$ cat config.mk
export PLATFORM = sky130hd
export DESIGN_NAME = pipe_step_ctrl
export DESIGN_NICKNAME = d
export VERILOG_FILES = /design/src/rtl/pipe_step_ctrl.sv
export SDC_FILE = /design/constraint.sdc
export NUM_CORES = 1
export LEC_CHECK = 0
export CAP_MARGIN = 20
export CORE_MARGIN = 1.5
export CORE_UTILIZATION = 67
export CTS_CLUSTER_DIAMETER = 50
export DETAILED_ROUTE_END_ITERATION = 12
export DONT_BUFFER_PORTS = 1
export GPL_ROUTABILITY_DRIVEN = 0
export PLACE_DENSITY = 0.86
export SYNTH_ARGS = -nofsm -noshare
export SYNTH_HDL_FRONTEND = slang
export SYNTH_SLANG_ARGS = --single-unit
$ cat constraint.sdc
create_clock -name clk -period 4.4 [get_ports clk]
set_input_delay 0.66 -clock clk [delete_from_list [all_inputs] [get_ports clk]]
set_output_delay 0.66 -clock clk [all_outputs]
set_load 0.005 [all_outputs]
$ cat src/rtl/pipe_step_ctrl.sv
// Pipeline sequencer: debug run/step FSM, load-use stall and memory wait
// merged into the per-stage hold vector, plus a saturating advance counter.
module pipe_step_ctrl #(
    parameter int NB_REG = 5,
    parameter int NB_CNT = 32
) (
    input  logic              clk,
    input  logic              i_reset,
    input  logic              i_run_cmd,
    input  logic              i_step_cmd,
    input  logic              i_halt_cmd,
    input  logic              i_halt_instr,
    input  logic              i_mem_busy,
    input  logic              i_idex_mem2reg,
    input  logic [NB_REG-1:0] i_idex_rt,
    input  logic [NB_REG-1:0] i_ifid_rs,
    input  logic [NB_REG-1:0] i_ifid_rt,
    output logic              o_hold_pc,
    output logic              o_hold_ifid,
    output logic              o_hold_idex,
    output logic              o_hold_exmem,
    output logic              o_hold_memwb,
    output logic              o_bubble_idex,
    output logic [1:0]        o_state,
    output logic              o_halted,
    output logic [NB_CNT-1:0] o_cycle_count
);

    typedef enum logic [1:0] {
        IDLE = 2'b00,
        RUN  = 2'b01,
        STEP = 2'b10,
        DONE = 2'b11
    } state_t;

    state_t state;
    logic   hazard;
    logic   adv;

    assign hazard = i_idex_mem2reg
                 && (i_idex_rt != '0)
                 && ((i_idex_rt == i_ifid_rs)
                  || (i_idex_rt == i_ifid_rt));

    // Reset is folded in so every hold is forced while i_reset is low.
    assign adv = i_reset
              && ((state == RUN) || (state == STEP))
              && !i_mem_busy
              && !i_halt_instr;

    assign o_state = state;

    always_comb begin
        o_hold_pc     = 1'b1;
        o_hold_ifid   = 1'b1;
        o_hold_idex   = 1'b1;
        o_hold_exmem  = 1'b1;
        o_hold_memwb  = 1'b1;
        o_bubble_idex = 1'b0;
        if (adv) begin
            o_hold_pc     = hazard;
            o_hold_ifid   = hazard;
            o_hold_idex   = 1'b0;
            o_hold_exmem  = 1'b0;
            o_hold_memwb  = 1'b0;
            o_bubble_idex = hazard;
        end
    end

    always_ff @(posedge clk) begin
        if (!i_reset) begin
            state         <= IDLE;
            o_halted      <= 1'b0;
            o_cycle_count <= '0;
        end else begin
            if (adv && (o_cycle_count != {NB_CNT{1'b1}}))
                o_cycle_count <= o_cycle_count + NB_CNT'(1);
            unique case (state)
                IDLE: begin
                    if (i_step_cmd)
                        state <= STEP;
                    else if (i_run_cmd)
                        state <= RUN;
                end
                RUN: begin
                    if (i_halt_instr) begin
                        state    <= DONE;
                        o_halted <= 1'b1;
                    end else if (i_halt_cmd) begin
                        state <= IDLE;
                    end
                end
                STEP: begin
                    if (i_halt_instr) begin
                        state    <= DONE;
                        o_halted <= 1'b1;
                    end else if (!i_mem_busy) begin
                        state <= IDLE;
                    end
                end
                DONE: begin
                    state <= DONE;
                end
            endcase
        end
    end

endmodule

==> results.json, run 1 <==
{
  "synth_most_common_cell": "dfxtp_1",
  "slew_viol_final": 0,
  "nets": 270,
  "worst_r2r_endpoint": "o_cycle_count[26]",
  "ys_types": 35,
  "rows": 19,
  "critPathMostFrequentCell": "or3_1",
  "p_comb_frac": 0.165,
  "netlist_top_cells_area": "dfxtp_1, xnor2_1, a21oi_1",
  "first_pass_iters": 4,
  "max_freq_ghz": 0.364,
  "dp.cells": 265,
  "cts_tree": "yes",
  "grt_use_total": 0.273,
  "finalSetupViolCount": 0,
  "path_clk_slew_ps": 110,
  "start_util": 0.717,
  "internal_power_mw": 0.563,
  "postCtsSetupBuffers": 0,
  "swShare": 0.263,
  "slew_headroom": 0.416,
  "yosysWarnings": 0,
  "cts_hold_buf": 0,
  "fillers": 211,
  "crit_start": "o_state[0]",
  "synth_top_area_share": 0.352,
  "clkPwrFrac": 0.376,
  "cpPeakStageDelay_ps": 500,
  "crit_buf_inv": 2,
  "clock_latency_ps": 350,
  "syn-num-nets": 272,
  "path_cells": "inv_1, ha_1, and4bb_4, inv_2, or3_1, a2111o_1, or3_1, a21oi_1",
  "ys_top_cells_by_count": "dfxtp_1, a21oi_1, nand2_1, nor2_1, xnor2_1",
  "synth_ff_type": "dfxtp_1",
  "synth_edf_count": 0,
  "grt-ovfl-total": 0,
  "syn_inst": 243,
  "end_kind": "register",
  "avgRoutedWirePerCell_um": 15.7,
  "drt_iter0_drc": 78,
  "top_layer_used": "met4",
  "cp_slowest_cell": "or3_1",
  "clock_skew_ps": 16.5,
  "finalHoldWorstSlack_ps": 436,
  "hold_path_depth": 2,
  "peakVddDrop_mv": 0.511,
  "yosys.area.top_type": "dfxtp_1",
  "vias_per_cell": 6.63,
  "antenna_found_initial": 0,
  "p_per_area_mw_per_mm2": 366,
  "ant_nets": 0,
  "io_pins": 64,
  "crit_fanout": 9,
  "min_from": "i_reset",
  "core_area_mm2": 0.00278,
  "grt_pass1_wl_um": 6940,
  "arrival_ps": 3030,
  "synthArstFlopShare": 0,
  "max-clock-path-buffers": 2,
  "min-delay-path-class": "primary input to register",
  "drc": 0,
  "layout.cells.non_filler": 273,
  "power_frac_seq": 0.459,
  "cts_root_buffer": "clkbuf_4",
  "syn_area_mm2": 0.00199,
  "p_switching_mw": 0.201,
  "worst-setup-path-type": "register to register",
  "cts_resized": 0,
  "hpwl_um": 3060,
  "grt_max_degree": 30,
  "die_h_um": 57.5,
  "drive_gt1_frac": 0.0455,
  "grt_pass1_vias": 1534,
  "period_share": 0.624,
  "reg2regPathDepth": 8,
  "rr_startpoint": "o_state[0]",
  "setup_tns_ps": 0,
  "hold_viol_final": 0,
  "rrSetupSlack_ps": 1660,
  "cts.sinks": 35,
  "hold_end": "o_cycle_count[21]",
  "fp.dieW_um": 57.5,
  "drt_wl_total_um": 4280,
  "avgSynthCellArea_um2": 8.20,
  "maxCapViolCount": 0,
  "rsz0062_at_grt": "false",
  "vias": 1810,
  "ys_seq_area_frac": 0.352,
  "wl_met3_um": 291,
  "critPathLaunchType": "register",
  "worstPathRequired_ps": 4690,
  "diodes": 0,
  "die_area_mm2": 0.00331,
  "utilization": 0.751,
  "yosys_register_bits": 35,
  "period_needed_ps": 2740,
  "cts_buffers": 5,
  "h-tree-depth": 2,
  "port_buffers": 0,
  "status": "complete, no violations",
  "met1_length_um": 1970,
  "routed-wl-met2_um": 1950,
  "leakagePower_nw": 0.672,
  "crit_family": "simple AND/OR/NAND/NOR gates",
  "tightest_slew_ps": 875,
  "area_growth_pct": 4.83
}
-- state kept, by name, indices dropped and copies added (netlist names) --
| register | cells |
|---|---|
| o_state | 2 |
| o_halted | 1 |
| o_cycle_count | 32 |
-- stage by stage --
stage               setup slack [ps]  power (mW)  instance area, um^2
floorplan                       1860       0.463                 1990
global placement                1750       0.476                 1990
detailed placement              1670       0.482                 1990
CTS                             1670       0.770                 2090
global route                    1480       0.805                 2090
finish                          1660       0.764                 2090
-- logic make-up (layout without fill, tap and decap cells) --
| kind of cell | Yosys count | count (layout) | share of synthesized area |
|---|---|---|---|
| and+or+nand+nor | 106 | 106 | 0.289 |
| AOI/OAI and AO/OA | 46 | 46 | 0.140 |
| DFF | 35 | 35 | 0.352 |
| xor gates and xnor gates | 21 | 21 | 0.0923 |
| buffers and inverters | 20 | 19 | 0.0446 |
| muxes | 9 | 9 | 0.0452 |
| adders and majority gates | 6 | 6 | 0.0377 |
-- how the worst max path moves through the flow --
| stage | end | slack, ps | cells past startpoint |
|---|---|---|---|
| final | o_cycle_count[26] | 1660 | 8 |
| after global placement | o_cycle_count[26] | 1750 | 8 |
| after detailed placement | o_cycle_count[30] | 1670 | 8 |
| after global routing | o_cycle_count[26] | 1480 | 8 |
| after CTS | o_cycle_count[30] | 1670 | 8 |
| after floorplan | o_cycle_count[30] | 1860 | 9 |
-- routing by layer --
layer | up-vias | track usage
met5 | - | 0
li1 | 885 | -
met3 | 5 | 0.102
met2 | 57 | 0.399
met1 | 863 | 0.368
met4 | 0 | 0.0963
-- cell usage in the layout (no fill, tap or decap), types with 11 or more instances in the layout --
cell and instances:
or3_1 11, nor2_1 21, nand2_1 21, a21oi_1 22
dfxtp_1 35, nand4_1 15, xnor2_1 17
-- power groups by stage --
stage | logic (mW) | registers [mW] | clock network [mW]
floorplan | 0.108 | 0.355 | 0
global placement | 0.118 | 0.359 | 0
detailed placement | 0.123 | 0.359 | 0
CTS | 0.127 | 0.351 | 0.292
global route | 0.146 | 0.354 | 0.305
finish | 0.126 | 0.351 | 0.287
-- layout make-up --
cell class / count / area [um^2] / share of cell area
Multi-Input combinational cell: 188 / 1200 / 0.576
Clock buffer: 6 / 41.3 / 0.0198
Timing Repair Buffer: 1 / 7.51 / 0.00359
Tap cell: 31 / 38.8 / 0.0186
Sequential cell: 35 / 701 / 0.335
Clock inverter: 2 / 60.1 / 0.0287
Inverter: 10 / 37.5 / 0.0180
Power figures use the tool's default switching activity.
==> inputs of run 2 (changes only) <==
Settings changed: CORE_UTILIZATION 67 to 56, PLACE_DENSITY 0.86 to 0.77.
Clock period 4.4 ns to 2.4 ns, I/O delays scaled along.
==> results.json, run 2 (synthesis gave the netlist of run 1 again) <==
{
  "cts_root_buffer": "clkbuf_4",
  "tightest_slew_ps": 503,
  "period_share": 0.959,
  "peakVddDrop_mv": 0.348,
  "layout_common_cells": "dfxtp_1, nor2_1, nand2_1, a21oi_1",
  "max_freq_ghz": 0.435,
  "clock_latency_ps": 340,
  "crit_fanout": 5,
  "grt_pass1_wl_um": 7810,
  "avgRoutedWirePerCell_um": 15.1,
  "path_clk_slew_ps": 110,
  "crit_family": "simple AND/OR/NAND/NOR gates",
  "leakagePower_nw": 0.747,
  "nets": 286,
  "p_switching_mw": 0.377,
  "hold_path_depth": 2,
  "critPathLaunchType": "register",
  "first_pass_iters": 4,
  "grt_pass1_vias": 1821,
  "drc": 0,
  "ant_nets": 0,
  "dp.cells": 294,
  "diodes": 0,
  "worst-setup-path-type": "register to register",
  "vias": 1848,
  "io_pins": 64,
  "layout.cells.non_filler": 304,
  "crit_buf_inv": 2,
  "worstPathRequired_ps": 2680,
  "finalSetupViolCount": 0,
  "layout_commonest_cell": "dfxtp_1",
  "grt_use_total": 0.244,
  "start_util": 0.593,
  "rsz0062_at_grt": "true",
  "hpwl_um": 3390,
  "rows": 21,
  "cts_hold_buf": 0,
  "fp.dieW_um": 62.7,
  "drive_gt1_frac": 0.147,
  "grt_max_degree": 19,
  "largest_register_ffs": 32,
  "crit_start": "o_state[0]",
  "cts_buffers": 5,
  "rr_startpoint": "o_state[0]",
  "cpPeakStageDelay_ps": 420,
  "clkPwrFrac": 0.281,
  "cts_tree": "yes",
  "grt-ovfl-total": 0,
  "vias_per_cell": 6.08,
  "dpl_cell_area_mm2": 0.00213,
  "finalHoldWorstSlack_ps": 160,
  "die_area_mm2": 0.00393,
  "maxCapViolCount": 0,
  "finalWorstSetupSlack_ps": 98.5,
  "hold_viol_final": 0,
  "reg2regPathDepth": 8,
  "period_needed_ps": 2300,
  "slew_headroom": 0.656,
  "swShare": 0.288,
  "final_cell_area_mm2": 0.00224,
  "p_per_area_mw_per_mm2": 585,
  "min_from": "i_reset",
  "cts.sinks": 35,
  "crit_cells": 8,
  "drt_wl_total_um": 4580,
  "top_register": "o_cycle_count",
  "internal_power_mw": 0.931,
  "cp_slowest_cell": "a2111o_1",
  "arrival_ps": 2580,
  "h-tree-depth": 2,
  "drt_iter0_drc": 138,
  "end_kind": "register",
  "p_comb_frac": 0.238,
  "clock_skew_ps": 11.4,
  "die_h_um": 62.7,
  "dp_slack_ps": 52.3,
  "antenna_found_initial": 0,
  "path_cells": "inv_2, ha_4, and4bb_4, inv_2, or3_4, a2111o_1, or3_4, a21oi_2",
  "slew_viol_final": 0,
  "min-delay-path-class": "primary input to register",
  "core_area_mm2": 0.00336,
  "area_growth_pct": 12.2,
  "port_buffers": 0,
  "power_frac_seq": 0.481,
  "max-clock-path-buffers": 2,
  "status": "complete, no violations"
}
-- run 2: final timing paths --
kind	to	slack [ps]
setup reg to reg	o_cycle_count[30]	100
hold reg to reg	o_halted	520
hold / removal	o_cycle_count[21]	160
setup / recovery	o_cycle_count[30]	100
-- run 2: cell type report --
class / count / area [um^2]
Clock buffer: 8 / 68.8
Tap cell: 46 / 57.6
Sequential cell: 35 / 703
Inverter: 10 / 37.5
Fill cell: 294 / 1130
Multi-Input combinational cell: 188 / 1240
Timing Repair Buffer: 17 / 128
-- run 2: layer usage --
| layer | track usage | vias up | routed length, um |
|---|---|---|---|
| met3 | 0.0631 | 10 | 269 |
| li1 | - | 916 | - |
| met4 | 0.119 | 0 | 75 |
| met5 | 0 | - | 0 |
| met1 | 0.293 | 864 | 2110 |
| met2 | 0.405 | 58 | 2130 |
-- run 2: timing repair --
item                                    in CTS  in global routing
setup buffers                                0                  2
resized for setup                            1                  5
endpoints found under the setup margin       1                 11
pin swaps                                    1                  5
-- run 2: power groups by stage --
stage | combinational [mW] | sequential [mW] | clock (mW)
after global placement | 0.300 | 0.641 | 0
final | 0.311 | 0.629 | 0.368
after global routing | 0.360 | 0.632 | 0.400
after CTS | 0.308 | 0.629 | 0.377
after floorplan | 0.219 | 0.658 | 0
after detailed placement | 0.307 | 0.643 | 0
-- run 2: per-stage QoR --
step,util,setup TNS (ps),power (mW)
global placement,0.632,0,0.941
detailed placement,0.632,0,0.950
global route,0.665,-28.5,1.39
finish,0.665,0,1.31
floorplan,-,0,0.877
CTS,0.654,0,1.31
-- run 2: worst reg2reg max path: stages, from the launching register on --
cell and delay (ps):
dfxtp_2 350, inv_2 50, ha_4 270, and4bb_4 250
inv_2 50, or3_4 360, a2111o_1 420, or3_4 380
a21oi_2 110
==> inputs of run 3 (changes only) <==
Settings changed: CORE_UTILIZATION 56 to 67, PLACE_DENSITY 0.77 to 0.86.
Clock period 2.4 ns to 2.8 ns, I/O delays scaled along.
==> results.json, run 3 (synthesis gave the netlist of run 1 again) <==
{
  "swShare": 0.259,
  "worstPathRequired_ps": 3080,
  "worst-setup-path-type": "register to register",
  "final_cell_area_mm2": 0.00213,
  "cts_root_buffer": "clkbuf_4",
  "status": "complete, no violations",
  "power_frac_seq": 0.460,
  "peakVddDrop_mv": 0.712,
  "die_area_mm2": 0.00331,
  "drt_wl_total_um": 4240,
  "max-clock-path-buffers": 2,
  "rrSetupSlack_ps": 180,
  "largest_register_ffs": 32,
  "top_register": "o_cycle_count",
  "p_switching_mw": 0.311,
  "ant_nets": 0,
  "vias": 1788,
  "grt_pass1_vias": 1604,
  "io_pins": 64,
  "multi_input_area_mm2": 0.00121,
  "tightest_slew_ps": 873,
  "cts_tree": "yes",
  "arrival_ps": 2890,
  "cts.sinks": 35,
  "avgRoutedWirePerCell_um": 15.4,
  "first_pass_iters": 4,
  "antenna_found_initial": 0,
  "period_share": 0.935,
  "p_comb_frac": 0.166,
  "crit_fanout": 9,
  "nets": 273,
  "clock_skew_ps": 7.80,
  "dpl_cell_area_mm2": 0.00201,
  "drive_gt1_frac": 0.0735,
  "max_freq_ghz": 0.382,
  "clock_latency_ps": 350,
  "fp.dieW_um": 57.5,
  "critPathLaunchType": "register",
  "vias_per_cell": 6.48,
  "hpwl_um": 3050,
  "drc": 0,
  "finalSetupViolCount": 0,
  "postCtsSetupBuffers": 0,
  "min-delay-path-class": "primary input to register",
  "grt_pass1_wl_um": 7210,
  "slew_viol_final": 0,
  "finalHoldWorstSlack_ps": 207,
  "rsz0062_at_grt": "false",
  "cts_buffers": 5,
  "grt-ovfl-total": 0,
  "utilization": 0.764,
  "maxCapViolCount": 0,
  "port_buffers": 0,
  "layout_commonest_cell": "dfxtp_1",
  "drt_iter0_drc": 87,
  "slew_headroom": 0.417,
  "leakagePower_nw": 0.691,
  "internal_power_mw": 0.890,
  "period_needed_ps": 2620,
  "seq_area_um2": 703,
  "core_area_mm2": 0.00278,
  "layout_common_cells": "dfxtp_1, a21oi_1, nor2_1, nand2_1, xnor2_1",
  "clkPwrFrac": 0.374,
  "diodes": 0,
  "setup_tns_ps": 0,
  "design_power_total_mw": 1.20,
  "end_kind": "register",
  "path_clk_slew_ps": 110,
  "h-tree-depth": 2,
  "rows": 19,
  "die_h_um": 57.5,
  "start_util": 0.717,
  "fillers": 210,
  "p_per_area_mw_per_mm2": 565,
  "grt_max_degree": 30,
  "grt_use_total": 0.275,
  "area_growth_pct": 6.65,
  "hold_viol_final": 0
}
[run 3: cell count changes in the layout (fill, tap and decap cells not counted), moves of 2 or more]
cell       change
bufinv_16      +2
inv_1          +2
clkbuf_8       -2
inv_2          -2
buf_4         -13
[run 3: repair_timing]
action | CTS | global route
hold buffers | 0 | 0
resized for setup | 0 | 4
setup endpoints to repair | 0 | 8
[run 3: cell type report]
class | count | share of cell area
multi-input cells | 188 | 0.572
flip-flops and latches | 35 | 0.331
clock inverters | 2 | 0.0283
clock buffers | 6 | 0.0194
well taps | 31 | 0.0182
inverters | 10 | 0.0177
repair buffers | 4 | 0.0141
[run 3: path summary, 6_finish.rpt]
check                                 from                 to  depth (start not counted)
worst max-delay path            o_state[1]  o_cycle_count[30]                          8
worst min-delay path               i_reset  o_cycle_count[15]                          2
worst max register to register  o_state[1]  o_cycle_count[30]                          8
worst min register to register    o_halted           o_halted                          2
[run 3: stage by stage]
| step | worst slack (ps) | std cells |
|---|---|---|
| after floorplan | 261 | 243 |
| after global placement | 152 | 268 |
| after detailed placement | 82.0 | 268 |
| after CTS | 53.7 | 276 |
| after global routing | 24.9 | 276 |
| final | 182 | 276 |
[run 3: critical path: stages, from the launching register on]
cell      delay (ps)
dfxtp_2          390
inv_1             90
ha_1             320
and4bb_4         270
inv_2            100
or3_4            440
a2111o_1         460
or3_1            330
a21oi_1          150
[run 3: power groups by stage]
stage          combinational [mW]  sequential (mW)  clock, mW
2_1_floorplan               0.170            0.558          0
3_3_place_gp                0.192            0.559          0
3_5_place_dp                0.199            0.560          0
4_1_cts                     0.200            0.549      0.457
5_1_grt                     0.230            0.557      0.481
6_report                    0.200            0.553      0.449
[run 3: per-layer routing]
layer / share of wire / up-vias / wire length (um) / track usage
met3: 0.084 / 6 / 355 / 0.0907
met1: 0.46 / 815 / 1960 / 0.383
met2: 0.44 / 79 / 1870 / 0.396
met5: 0 / - / 0 / 0
met4: 0.013 / 0 / 57 / 0.103
li1: - / 888 / - / -
==> variant (config.mk and constraints of run 1) <==
Change the parameter `NB_REG` from 5 to 6.
--- a/src/rtl/pipe_step_ctrl.sv
+++ b/src/rtl/pipe_step_ctrl.sv
@@ -1,7 +1,7 @@
 // Pipeline sequencer: debug run/step FSM, load-use stall and memory wait
 // merged into the per-stage hold vector, plus a saturating advance counter.
 module pipe_step_ctrl #(
-    parameter int NB_REG = 5,
+    parameter int NB_REG = 6,
     parameter int NB_CNT = 32
 ) (
     input  logic              clk,
Interface: changed (resized i_idex_rt, i_ifid_rs and i_ifid_rt); port bits go from 64 to 67. No check against the original RTL was run, so the function may have changed too.
==> variant against run 1 <==
- synthesized area fell by 0.56%
- setup slack lost 0.25 ns
- sequential cell count is the same
- hold slack got worse by 0.0012 ns
- power fell by 16%
- synthesized cell count unchanged
- sequential power rose by 1%
- sequential share of layout area increased by 0.87 points
- wire length is 0.26% higher
- combinational power down 4%
- non-clock buffer count up 1
- cell area shrank 2.5%
- via count increased by 0.88%
- largest cell class unchanged
- largest power group unchanged
==> variant: results (changes against run 1) <==
ys_seq_area_share_pct: 35.4  # +0.20 points
ff2ff_path_depth: 8  # unchanged
drt_wl_total_um: 4290  # +0.26%
synthDistinctLibCells: 40  # +14%
p_sw_mw: 0.193  # -4.0%
final.clkbuf_count: 7  # +1
grt_pass1_wl_um: 6880  # -0.89%
grt_max_degree: 26  # -13%
peakVddDrop_v: 0.000324  # -37%
crit_slowest_cell: "nor4_1"
htree_num_levels: 2  # unchanged
fin_worst_skew_ns: 0.0108  # -0.00567 ns
worst_pin_slew_ns: 0.931  # +0.0558 ns
top_layer: "met4"
dpl_worst_slack_ns: 1.46  # -0.213 ns
post-dp-hpwl_um: 3140  # +2.7%
vias_per_cell: 6.64  # +0.15%
multi_input_comb_cells: 189  # +0.53%
grt_pass1_vias: 1645  # +7.2%
multi_input_area_share_pct: 58.7  # +1.1 points
wl_met2_um: 2210  # +13%
clockRootBuffer: "clkbuf_4"
buf_share_pct: 0.737  # +0.38 points
routedLengthMet1_um: 1740  # -12%
ys_top_cells_by_area: "dfxtp_1 (35%), xnor2_1 (6.6%), a21oi_1 (6.1%), nand2_1 (4.9%), or3_1 (4.1%)"
cpPeakStageDelay_ns: 0.61  # +0.11 ns
outcome: "finished clean"
drtIter0Drc: 87  # +12%
synth_common_cells: "dfxtp_1 (35), nand2_1 (26), a21oi_1 (24)"
clock_area_share_pct: 2.46  # -2.4 points
p_leak_nw: 0.658  # -2.1%
critical_path_arrival_ns: 3.28  # +0.25 ns
drive_gt1_share_pct: 5.74  # +1.2 points
grtUsageTotal_pct: 26.2  # -1.1 points
fill_cells: 221  # +4.7%
[variant: cell types whose count changed in the layout (fill, tap and decap cells not counted), moves of 3 or more]
cell      before  now
a211oi_1       5    1
nand2_1       21   26
nand4_1       15   12
nor2_1        21   15
nor3_1         4    1
o21ai_0        9   15
o31ai_1        3    6
or4_1          6    9
xor2_1         4    1
[variant: routing by layer]
layer | vias to the layer above | global-route usage (%)
li1 | 887 | -
met1 | 870 | 29.9
met5 | - | 0
met2 | 64 | 44.8
met4 | 0 | 6.64
met3 | 5 | 11.3
[variant: power by group through the flow]
stage               Combinational, mW  Clock, mW  Sequential, mW
finish                          0.121      0.166           0.355
global route                    0.139      0.184           0.359
CTS                             0.123      0.168           0.355
detailed placement              0.122          0           0.363
global placement                0.117          0           0.362
floorplan                       0.108          0           0.357
[variant: per-stage QoR]
step / std cells / area, µm² / total power [mW]
final: 275 / 2040 / 0.642
after global routing: 275 / 2040 / 0.681
after CTS: 275 / 2040 / 0.646
after detailed placement: 267 / 1990 / 0.485
after global placement: 267 / 1990 / 0.479
after floorplan: 243 / 1980 / 0.465
[variant: path summary, 6_finish.rpt]
path | end | slack [ns] | from
worst max register to register | o_cycle_count[14] | 1.40 | o_state[0]
worst min-delay path | o_cycle_count[30] | 0.44 | i_reset
worst max-delay path | o_cycle_count[14] | 1.40 | o_state[0]
worst min register to register | o_cycle_count[4] | 0.51 | o_cycle_count[4]
[variant: cell families (layout without fill, tap and decap cells)]
group,Yosys count,after routing,share of synthesized area (%)
xor gates and xnor gates,16,16,7.07
DFF,35,35,35.4
adders and majority gates,6,6,3.79
buffers and inverters,19,20,4.36
and+or+nand+nor,106,106,30.2
muxes,8,8,4.04
AOI/OAI and AO/OA,53,53,15.2
